===== src/rtl/sram_bus_arbiter_pkg.sv =====
//------------------------------------------------------------------------------
// Module  : bus_pkg
// Brief   : Shared state, owner and width constants for the SRAM-like arbiter.
// Rev     : 1.0  initial release
//------------------------------------------------------------------------------
`default_nettype none

package bus_pkg;

  localparam logic [1:0] IDLE = 2'd0;
  localparam logic [1:0] REQ  = 2'd1;
  localparam logic [1:0] RESP = 2'd2;

  typedef enum logic [1:0] {
    ST_IDLE = IDLE,
    ST_REQ  = REQ,
    ST_RESP = RESP
  } state_t;

  localparam logic OWNER_INST = 1'b0;
  localparam logic OWNER_DATA = 1'b1;

  localparam int WEN_W      = 4;
  localparam int ADDR_W_DEF = 32;
  localparam int DATA_W_DEF = 32;

endpackage

`default_nettype wire


===== src/rtl/sram_bus_arbiter_if.sv =====
//------------------------------------------------------------------------------
// Module  : sram_bus_arbiter_if
// Brief   : Bundles the fetch, data and shared memory SRAM-like ports plus flush.
// Rev     : 1.0  initial release
//------------------------------------------------------------------------------
`default_nettype none

interface sram_bus_arbiter_if
  import bus_pkg::*;
#(
  parameter int ADDR_W = ADDR_W_DEF,
  parameter int DATA_W = DATA_W_DEF
);

  logic              inst_req;
  logic [ADDR_W-1:0] inst_addr;
  logic              inst_addr_ok;
  logic              inst_data_ok;
  logic [DATA_W-1:0] inst_rdata;

  logic              data_req;
  logic              data_wr;
  logic [WEN_W-1:0]  data_wen;
  logic [ADDR_W-1:0] data_addr;
  logic [DATA_W-1:0] data_wdata;
  logic              data_addr_ok;
  logic              data_data_ok;
  logic [DATA_W-1:0] data_rdata;

  logic              flush;

  logic              mem_req;
  logic              mem_wr;
  logic [WEN_W-1:0]  mem_wen;
  logic [ADDR_W-1:0] mem_addr;
  logic [DATA_W-1:0] mem_wdata;
  logic              mem_addr_ok;
  logic              mem_data_ok;
  logic [DATA_W-1:0] mem_rdata;

  // The arbiter: serves the core requesters and masters the memory port.
  modport slave (
    input  inst_req, inst_addr,
    output inst_addr_ok, inst_data_ok, inst_rdata,
    input  data_req, data_wr, data_wen, data_addr, data_wdata,
    output data_addr_ok, data_data_ok, data_rdata,
    input  flush,
    output mem_req, mem_wr, mem_wen, mem_addr, mem_wdata,
    input  mem_addr_ok, mem_data_ok, mem_rdata
  );

  // The environment: core requesters plus the memory/bridge slave.
  modport master (
    output inst_req, inst_addr,
    input  inst_addr_ok, inst_data_ok, inst_rdata,
    output data_req, data_wr, data_wen, data_addr, data_wdata,
    input  data_addr_ok, data_data_ok, data_rdata,
    output flush,
    input  mem_req, mem_wr, mem_wen, mem_addr, mem_wdata,
    output mem_addr_ok, mem_data_ok, mem_rdata
  );

endinterface

`default_nettype wire


===== src/rtl/sram_bus_arbiter.sv =====
//------------------------------------------------------------------------------
// Module  : sram_bus_arbiter
// Brief   : Serialises fetch and data requests onto one SRAM-like port, data first.
// Rev     : 1.0  initial release
//------------------------------------------------------------------------------
`default_nettype none

module sram_bus_arbiter
  import bus_pkg::*;
#(
  parameter int ADDR_W = ADDR_W_DEF,
  parameter int DATA_W = DATA_W_DEF
) (
  input  logic                clk,
  input  logic                rst,
  sram_bus_arbiter_if.slave   bus,
  output logic                busy
);

  state_t            state;
  logic              owner;
  logic              discard;
  logic              req_q;
  logic              wr_q;
  logic [WEN_W-1:0]  wen_q;
  logic [ADDR_W-1:0] addr_q;
  logic [DATA_W-1:0] wdata_q;

  logic is_idle;
  logic take_data;
  logic take_inst;
  logic resp_done;

  assign is_idle   = (state == ST_IDLE);
  assign take_data = ~rst & is_idle & bus.data_req;
  assign take_inst = ~rst & is_idle & ~bus.data_req & bus.inst_req & ~bus.flush;
  assign resp_done = ~rst & (state == ST_RESP) & bus.mem_data_ok;

  assign bus.data_addr_ok = take_data;
  assign bus.inst_addr_ok = take_inst;

  // A flush in the completing cycle also kills the fetch response.
  assign bus.inst_data_ok = resp_done & (owner == OWNER_INST) & ~discard & ~bus.flush;
  assign bus.data_data_ok = resp_done & (owner == OWNER_DATA);

  assign bus.inst_rdata = bus.mem_rdata;
  assign bus.data_rdata = bus.mem_rdata;

  assign bus.mem_req   = req_q;
  assign bus.mem_wr    = wr_q;
  assign bus.mem_wen   = wen_q;
  assign bus.mem_addr  = addr_q;
  assign bus.mem_wdata = wdata_q;

  assign busy = ~is_idle;

  always_ff @(posedge clk) begin
    if (rst) begin
      state   <= ST_IDLE;
      owner   <= OWNER_INST;
      discard <= 1'b0;
      req_q   <= 1'b0;
      wr_q    <= 1'b0;
      wen_q   <= '0;
      addr_q  <= '0;
      wdata_q <= '0;
    end else begin
      case (state)
        ST_IDLE: begin
          discard <= 1'b0;
          if (bus.data_req) begin
            wr_q    <= bus.data_wr;
            wen_q   <= bus.data_wen;
            addr_q  <= bus.data_addr;
            wdata_q <= bus.data_wdata;
            owner   <= OWNER_DATA;
            req_q   <= 1'b1;
            state   <= ST_REQ;
          end else if (bus.inst_req && !bus.flush) begin
            wr_q    <= 1'b0;
            wen_q   <= '0;
            addr_q  <= bus.inst_addr;
            wdata_q <= '0;
            owner   <= OWNER_INST;
            req_q   <= 1'b1;
            state   <= ST_REQ;
          end
        end
        ST_REQ: begin
          // The bus handshake still completes after a flush; only the response is dropped.
          if (bus.flush && owner == OWNER_INST) begin
            discard <= 1'b1;
          end
          if (bus.mem_addr_ok) begin
            req_q <= 1'b0;
            state <= ST_RESP;
          end
        end
        ST_RESP: begin
          if (bus.flush && owner == OWNER_INST) begin
            discard <= 1'b1;
          end
          if (bus.mem_data_ok) begin
            discard <= 1'b0;
            state   <= ST_IDLE;
          end
        end
        default: begin
          req_q <= 1'b0;
          state <= ST_IDLE;
        end
      endcase
    end
  end

endmodule

`default_nettype wire


===== src/flat_wrapper.sv =====
// flat-port wrapper written by rule: the top's interface ports become plain ports
module sram_bus_arbiter_flat import bus_pkg::*;
#(
  parameter int ADDR_W = ADDR_W_DEF,
  parameter int DATA_W = DATA_W_DEF
)
  (clk, rst, busy, bus_inst_req, bus_inst_addr, bus_inst_addr_ok, bus_inst_data_ok, bus_inst_rdata, bus_data_req, bus_data_wr, bus_data_wen, bus_data_addr, bus_data_wdata, bus_data_addr_ok, bus_data_data_ok, bus_data_rdata, bus_flush, bus_mem_req, bus_mem_wr, bus_mem_wen, bus_mem_addr, bus_mem_wdata, bus_mem_addr_ok, bus_mem_data_ok, bus_mem_rdata);
  sram_bus_arbiter_if #(.ADDR_W(ADDR_W), .DATA_W(DATA_W)) bus_i ();
  input  logic clk;
  input  logic rst;
  output logic busy;
  input wire logic [$bits(bus_i.inst_req)-1:0] bus_inst_req;
  input wire logic [$bits(bus_i.inst_addr)-1:0] bus_inst_addr;
  output wire logic [$bits(bus_i.inst_addr_ok)-1:0] bus_inst_addr_ok;
  output wire logic [$bits(bus_i.inst_data_ok)-1:0] bus_inst_data_ok;
  output wire logic [$bits(bus_i.inst_rdata)-1:0] bus_inst_rdata;
  input wire logic [$bits(bus_i.data_req)-1:0] bus_data_req;
  input wire logic [$bits(bus_i.data_wr)-1:0] bus_data_wr;
  input wire logic [$bits(bus_i.data_wen)-1:0] bus_data_wen;
  input wire logic [$bits(bus_i.data_addr)-1:0] bus_data_addr;
  input wire logic [$bits(bus_i.data_wdata)-1:0] bus_data_wdata;
  output wire logic [$bits(bus_i.data_addr_ok)-1:0] bus_data_addr_ok;
  output wire logic [$bits(bus_i.data_data_ok)-1:0] bus_data_data_ok;
  output wire logic [$bits(bus_i.data_rdata)-1:0] bus_data_rdata;
  input wire logic [$bits(bus_i.flush)-1:0] bus_flush;
  output wire logic [$bits(bus_i.mem_req)-1:0] bus_mem_req;
  output wire logic [$bits(bus_i.mem_wr)-1:0] bus_mem_wr;
  output wire logic [$bits(bus_i.mem_wen)-1:0] bus_mem_wen;
  output wire logic [$bits(bus_i.mem_addr)-1:0] bus_mem_addr;
  output wire logic [$bits(bus_i.mem_wdata)-1:0] bus_mem_wdata;
  input wire logic [$bits(bus_i.mem_addr_ok)-1:0] bus_mem_addr_ok;
  input wire logic [$bits(bus_i.mem_data_ok)-1:0] bus_mem_data_ok;
  input wire logic [$bits(bus_i.mem_rdata)-1:0] bus_mem_rdata;
  assign bus_i.inst_req = bus_inst_req;
  assign bus_i.inst_addr = bus_inst_addr;
  assign bus_inst_addr_ok = bus_i.inst_addr_ok;
  assign bus_inst_data_ok = bus_i.inst_data_ok;
  assign bus_inst_rdata = bus_i.inst_rdata;
  assign bus_i.data_req = bus_data_req;
  assign bus_i.data_wr = bus_data_wr;
  assign bus_i.data_wen = bus_data_wen;
  assign bus_i.data_addr = bus_data_addr;
  assign bus_i.data_wdata = bus_data_wdata;
  assign bus_data_addr_ok = bus_i.data_addr_ok;
  assign bus_data_data_ok = bus_i.data_data_ok;
  assign bus_data_rdata = bus_i.data_rdata;
  assign bus_i.flush = bus_flush;
  assign bus_mem_req = bus_i.mem_req;
  assign bus_mem_wr = bus_i.mem_wr;
  assign bus_mem_wen = bus_i.mem_wen;
  assign bus_mem_addr = bus_i.mem_addr;
  assign bus_mem_wdata = bus_i.mem_wdata;
  assign bus_i.mem_addr_ok = bus_mem_addr_ok;
  assign bus_i.mem_data_ok = bus_mem_data_ok;
  assign bus_i.mem_rdata = bus_mem_rdata;
  sram_bus_arbiter #(.ADDR_W(ADDR_W), .DATA_W(DATA_W)) u_core (.clk(clk), .rst(rst), .bus(bus_i), .busy(busy));
endmodule

===== config.mk =====
export PLATFORM = sky130hd
export DESIGN_NAME = sram_bus_arbiter_flat
export DESIGN_NICKNAME = d
export VERILOG_FILES = /design/src/rtl/sram_bus_arbiter_pkg.sv /design/src/rtl/sram_bus_arbiter_if.sv /design/src/rtl/sram_bus_arbiter.sv /design/src/flat_wrapper.sv
export SDC_FILE = /design/constraint.sdc
export NUM_CORES = 1
export LEC_CHECK = 0
export ABC_CLOCK_PERIOD_IN_PS = 1980
export BUFFER_PORTS_ARGS = -buffer_cell sky130_fd_sc_hd__buf_2
export CAP_MARGIN = 25
export CORE_AREA = 2 2 107 109
export CTS_BUF_LIST = sky130_fd_sc_hd__clkbuf_16
export CTS_CLUSTER_DIAMETER = 100
export CTS_CLUSTER_SIZE = 20
export DETAILED_ROUTE_END_ITERATION = 8
export DIE_AREA = 0 0 109 111
export PLACE_DENSITY = 0.78
export SYNTH_ARGS = -nofsm -noshare
export SYNTH_HDL_FRONTEND = slang
export SYNTH_SLANG_ARGS = --single-unit

===== constraint.sdc =====
create_clock -name clk -period 1.98 [get_ports clk]
set_clock_uncertainty 0.2 [all_clocks]
set_input_delay 0.396 -clock clk [delete_from_list [all_inputs] [get_ports clk]]
set_output_delay 0.396 -clock clk [all_outputs]
set_load 0.02 [all_outputs]

* Word-level counts from Yosys, hierarchy flattened
Index checks and enable logic that the tools add are counted.
** Storage, ports and cells
- Register bits :: 74
- Bits in latches :: 0
- RAM bits :: 0
- ROM bits :: 0
- Memories kept :: 0
** Operators by class
- Add/subtract/negate cells :: 0
- Multipliers :: 0
- Div/mod/pow operators :: 0
- Order comparisons :: 0
- Equality and inequality tests :: 5
- Shift operators :: 0
- Multiplexer cells :: 21
- Bitwise operators :: 18
- Reduce and logical (&&, ||, !) cells :: 9
** Operator list (count)
- 32-bit two-way mux :: 4
- 1-bit AND :: 11
- 1-bit two-way mux :: 8
- 2-bit two-way mux :: 4
- 4-bit two-way mux :: 2
- 1-bit NOT :: 7
- 1-bit one-hot mux with 3 select lines :: 2
- 2-bit one-hot mux with 3 select lines :: 1
- 3-bit AND reduction :: 2
- 2-bit != test, second input constant :: 2
- 3-bit != test, second input constant :: 1
- 3-bit nonzero test :: 1
- 2-bit by 1-bit equality test with 1-bit output, second input constant :: 1
- 2-bit equality test, second input constant :: 1
- 1-bit logical AND :: 2
- 2-bit logical NOT :: 1
- 2-bit AND reduction :: 1
- 2-bit nonzero test :: 1
- 1-bit logical NOT :: 1

* Logic depth before layout (Yosys ltp)
- Word-level depth :: 6
- Gate-level depth with buffers :: 7

* Worst setup path after synthesis
OpenSTA, ideal clock, no wires.
- Path type :: register to output
- From :: register u_core.state[0]
- To :: output bus_inst_addr_ok
- Arrival :: 1616 ps
- Required time :: 1384 ps
- Slack :: -232 ps
- Stages on the path, launching flop included :: 6
- Path buffers :: 1
- Cell sequence :: dfxtp_1 inv_1 ha_1 buf_2 inv_1 nor4_1
** On the way
- Longest elaborated chain between the ends :: 5
** Ends and longest elaborated chain
- start, declared :: RTL line sram_bus_arbiter.sv:20 : state_t state;
- start signal, assigned :: RTL line sram_bus_arbiter.sv:59 : state <= ST_IDLE;
- start signal, assigned :: RTL line sram_bus_arbiter.sv:78 : state <= ST_REQ;
- start signal, assigned :: RTL line sram_bus_arbiter.sv:86 : state <= ST_REQ;
- 2-bit logical NOT :: RTL line sram_bus_arbiter.sv:34 : assign is_idle = (state == ST_IDLE);
- via u_core.is_idle :: RTL line sram_bus_arbiter.sv:29 : logic is_idle;
- 1-bit AND (4 in a row) :: RTL line sram_bus_arbiter.sv:36 : assign take_inst = ~rst & is_idle & ~bus.data_req & bus.inst_req & ~bus.flush;
- end, declared :: RTL line flat_wrapper.sv:14 : output wire logic [$bits(bus_i.inst_addr_ok)-1:0] bus_inst_addr_ok;
The timed path passes the listed nets, and every way through them passes these cells.

* Worst setup path in the final report
- From :: register u_core.state[1]
- To :: output bus_data_addr_ok
** On the way
- Longest elaborated chain between the ends :: 3
** Ends and longest elaborated chain
- 2-bit logical NOT :: RTL line sram_bus_arbiter.sv:34
- via u_core.is_idle :: RTL line sram_bus_arbiter.sv:29
- 1-bit AND (2 in a row) :: RTL line sram_bus_arbiter.sv:35 : assign take_data = ~rst & is_idle & bus.data_req;
- end, declared :: RTL line flat_wrapper.sv:22 : output wire logic [$bits(bus_i.data_addr_ok)-1:0] bus_data_addr_ok;
The timed path passes the listed nets, and every way through them passes these cells.

==> results.py <==
metrics = {
    "sta": {
        "whs_ns": 0.196,
        "fin_ws_ns": 0.0561,
        "slew_viol_final": 0,
        "post-route-period-util_pct": 97.2,
        "period_minus_slack_ns": 1.92,
        "tightest_slew_ns": 0.380,
        "clock.fmax_ghz": 0.520,
        "hold_violations": 0,
        "rsz0062_at_grt": "true",
        "setup_viol": 0,
        "slew_headroom_pct": 74.6,
    },
    "logic_synthesis": {
        "syn-cell-area_sq_mm": 0.00403,
        "synthXorXnorAreaFrac_pct": 0,
        "synth_top_area_cell": "dfxtp_1",
        "synth_fa_ha_area_share_pct": 1.87,
        "ys_ff_latch": 74,
        "synthMuxAreaShare_pct": 8.52,
        "synth_compound_area_share_pct": 23.6,
        "synth_top_area_share_pct": 36.8,
        "syn_inst": 389,
        "yosysWarningCount": 0,
        "ys_types": 30,
        "ys_top_cells_by_area": "dfxtp_1, buf_4, and4_1, mux2i_1, o211a_1",
        "synth_top_family_by_area": "compound AO/OA/AOI/OAI gates",
        "seq_area_frac_synth_pct": 36.8,
        "synth_nets": 535,
        "synth-simple-area-share_pct": 10.4,
        "avgSynthCellArea_sq_um": 10.3,
        "async_flop_share_pct": 0,
        "synth_edf_count": 0,
        "ys.flop_type": "dfxtp_1",
    },
    "cts": {
        "cts_sinks": 74,
        "clockBufferDepth": 2,
        "ctsRootBufferMaster": "clkbuf_16",
        "cts_tree": "yes",
        "cts_inserted_buffers": 9,
        "clk_latency_ns": 0.32,
        "htreeDepth": 3,
        "clkSlewWorstSetupHoldPaths_ns": 0.06,
    },
    "floorplanning": {
        "core_area_sq_mm": 0.0111,
        "initial_core_util_pct": 36.3,
        "die_w_microns": 109,
        "fp.dieArea_sq_mm": 0.0121,
        "placementRows": 39,
        "die_h_microns": 111,
        "ios": 279,
    },
    "setup_path": {
        "path_cells": "inv_2, ha_4, inv_2, nor3_4, buf_6",
        "crit_path_max_fanout": 4,
        "path_delay_family": "flip-flops",
        "crit_type": "reg2out",
        "critPathBufInv": 3,
        "cp-end-kind": "output port",
        "startpoint_type": "register",
        "cp.required_ns": 1.38,
        "max_stage_delay_ns": 0.34,
        "cpMostUsedCell": "inv_2",
        "slowest_stage": "dfxtp_2",
        "crit_arrival_ns": 1.33,
        "worst-r2r-setup-slack_ns": 0.11,
    },
    "finish": {
        "final_area_sq_mm": 0.00494,
        "fin_cells": 640,
        "mostFrequentLayoutCell": "buf_2",
        "fin_nets": 638,
        "num_antenna_cells": 0,
        "final_layout_size_suffix_gt1_share_pct": 47.7,
        "syn_to_final_growth_pct": 22.7,
        "mostFrequentLayoutCells": "buf_2, dfxtp_1, and4_1",
    },
    "grt": {
        "grt_pass1_vias": 3449,
        "grt_max_degree": 101,
        "grt_first_pass_wirelength_microns": 17200,
        "antenna_found_initial": 0,
        "grtUsageTotal_pct": 18.2,
        "gr-total-overflow": 0,
    },
    "placement": {
        "gp_congestion": 0.806,
        "place_worst_setup_slack_ns": 0.0530,
        "placed_cell_area_sq_mm": 0.00455,
        "hpwlAfterDp_microns": 7950,
        "portBuffers": 182,
        "dp.cells": 619,
    },
    "routing": {
        "first_pass_iters": 5,
        "routed_wl_microns": 11100,
        "wl_per_cell_microns": 17.4,
        "drc_errors": 0,
        "first_iter_violations": 144,
        "route.antenna.remaining_nets": 0,
        "viasPerCell": 5.34,
        "via_count": 3417,
    },
    "flow_run": {
        "drv_cap": 0,
    },
    "power": {
        "p_per_area_mw_per_mm2": 1300,
        "peakVddDrop_mv": 0.544,
        "power_leakage_nw": 2.61,
    },
    "hold_path": {
        "min_path_type": "in2reg",
    },
    "status": {
        "run_status": "finished, final reports clean",
    },
}
==> Yosys cell counts (2+ instances only) <==
library cell	n
o211a_1	31
o211ai_1	30
a211oi_1	6
ha_1	6
inv_1	6
dfxtp_1	74
buf_4	65
buf_2	20
nand2_1	4
mux2_1	2
mux2i_1	32
a31o_1	29
clkbuf_1	9
buf_1	2
and4_1	38
a21oi_1	2
buf_6	9
nor2b_1	2
nor4_1	2
inv_2	2
a31o_2	9
==> final timing paths <==
path                      startpoint                 endpoint  cells past startpoint
min                              rst  u_core.bus.mem_addr[11]                      2
min reg2reg  u_core.bus.mem_addr[11]  u_core.bus.mem_addr[11]                      2
max reg2reg          u_core.state[1]  u_core.bus.mem_wdata[3]                      7
max                  u_core.state[1]         bus_data_addr_ok                      5
==> worst register-to-register path: cells and delay by family (launching register included) <==
kind | cells | cell delay (ns)
DFF | 1 | 0.34
buffers and inverters | 4 | 0.64
AOI/OAI and AO/OA | 2 | 0.45
adders and majority gates | 1 | 0.14
==> state kept, by name (all words and copies together), names as in the netlist <==
register              cells
u_core.bus.mem_wr         1
u_core.state              2
u_core.bus.mem_req        1
u_core.bus.mem_wen        4
u_core.bus.mem_wdata     32
u_core.bus.mem_addr      32
u_core.owner              1
u_core.discard            1
==> kinds of logic after synthesis <==
| logic type | count (synthesis) |
|---|---|
| flops | 74 |
| buf+inv | 113 |
| mux | 34 |
| compound gates | 110 |
| simple gates | 52 |
| fa+ha+maj | 6 |
==> routing by layer <==
metal | vias to the layer above | wire, microns | track usage (%)
li1 | 1620 | - | -
met1 | 1584 | 4250 | 19.1
met2 | 169 | 5460 | 31.2
met3 | 44 | 1020 | 6.17
met4 | 0 | 418 | 9.83
met5 | - | 0 | 0
==> layout make-up <==
type                    instances  area, sq um
clock inverters                 7         85.1
well taps                     143          179
fillers                      1076         6140
multi-input cells             202         1840
repair buffers                197         1090
flip-flops and latches         74         1490
inverters                       8         32.5
clock buffers                   9          225
==> metrics by stage <==
| step | util (%) | power (mW) | setup TNS, ns |
|---|---|---|---|
| final | 44.6 | 6.40 | 0 |
| after global routing | 44.6 | 6.79 | -0.0133 |
| after CTS | 44.4 | 6.46 | 0 |
| after detailed placement | 41.1 | 4.62 | 0 |
| after global placement | 41.1 | 4.54 | 0 |
| after floorplan | - | 3.90 | -0.0375 |
==> report_power, final <==
part	internal, mW	switching (mW)	total [mW]	leakage, nW
Sequential	1.88	0.208	2.08	0.612
Combinational	1.06	1.55	2.61	1.84
Clock	1.09	0.611	1.70	0.154
Total	4.03	2.37	6.40	2.61
==> what timing repair did <==
item | 4_1_cts | 5_1_grt
hold buffers | 0 | 0
setup buffers | 4 | 1
resized for setup | 10 | 3
pin swaps | 2 | 1
endpoints found under the setup margin | 5 | 3
Note: power is estimated with default switching activity, not from simulation.
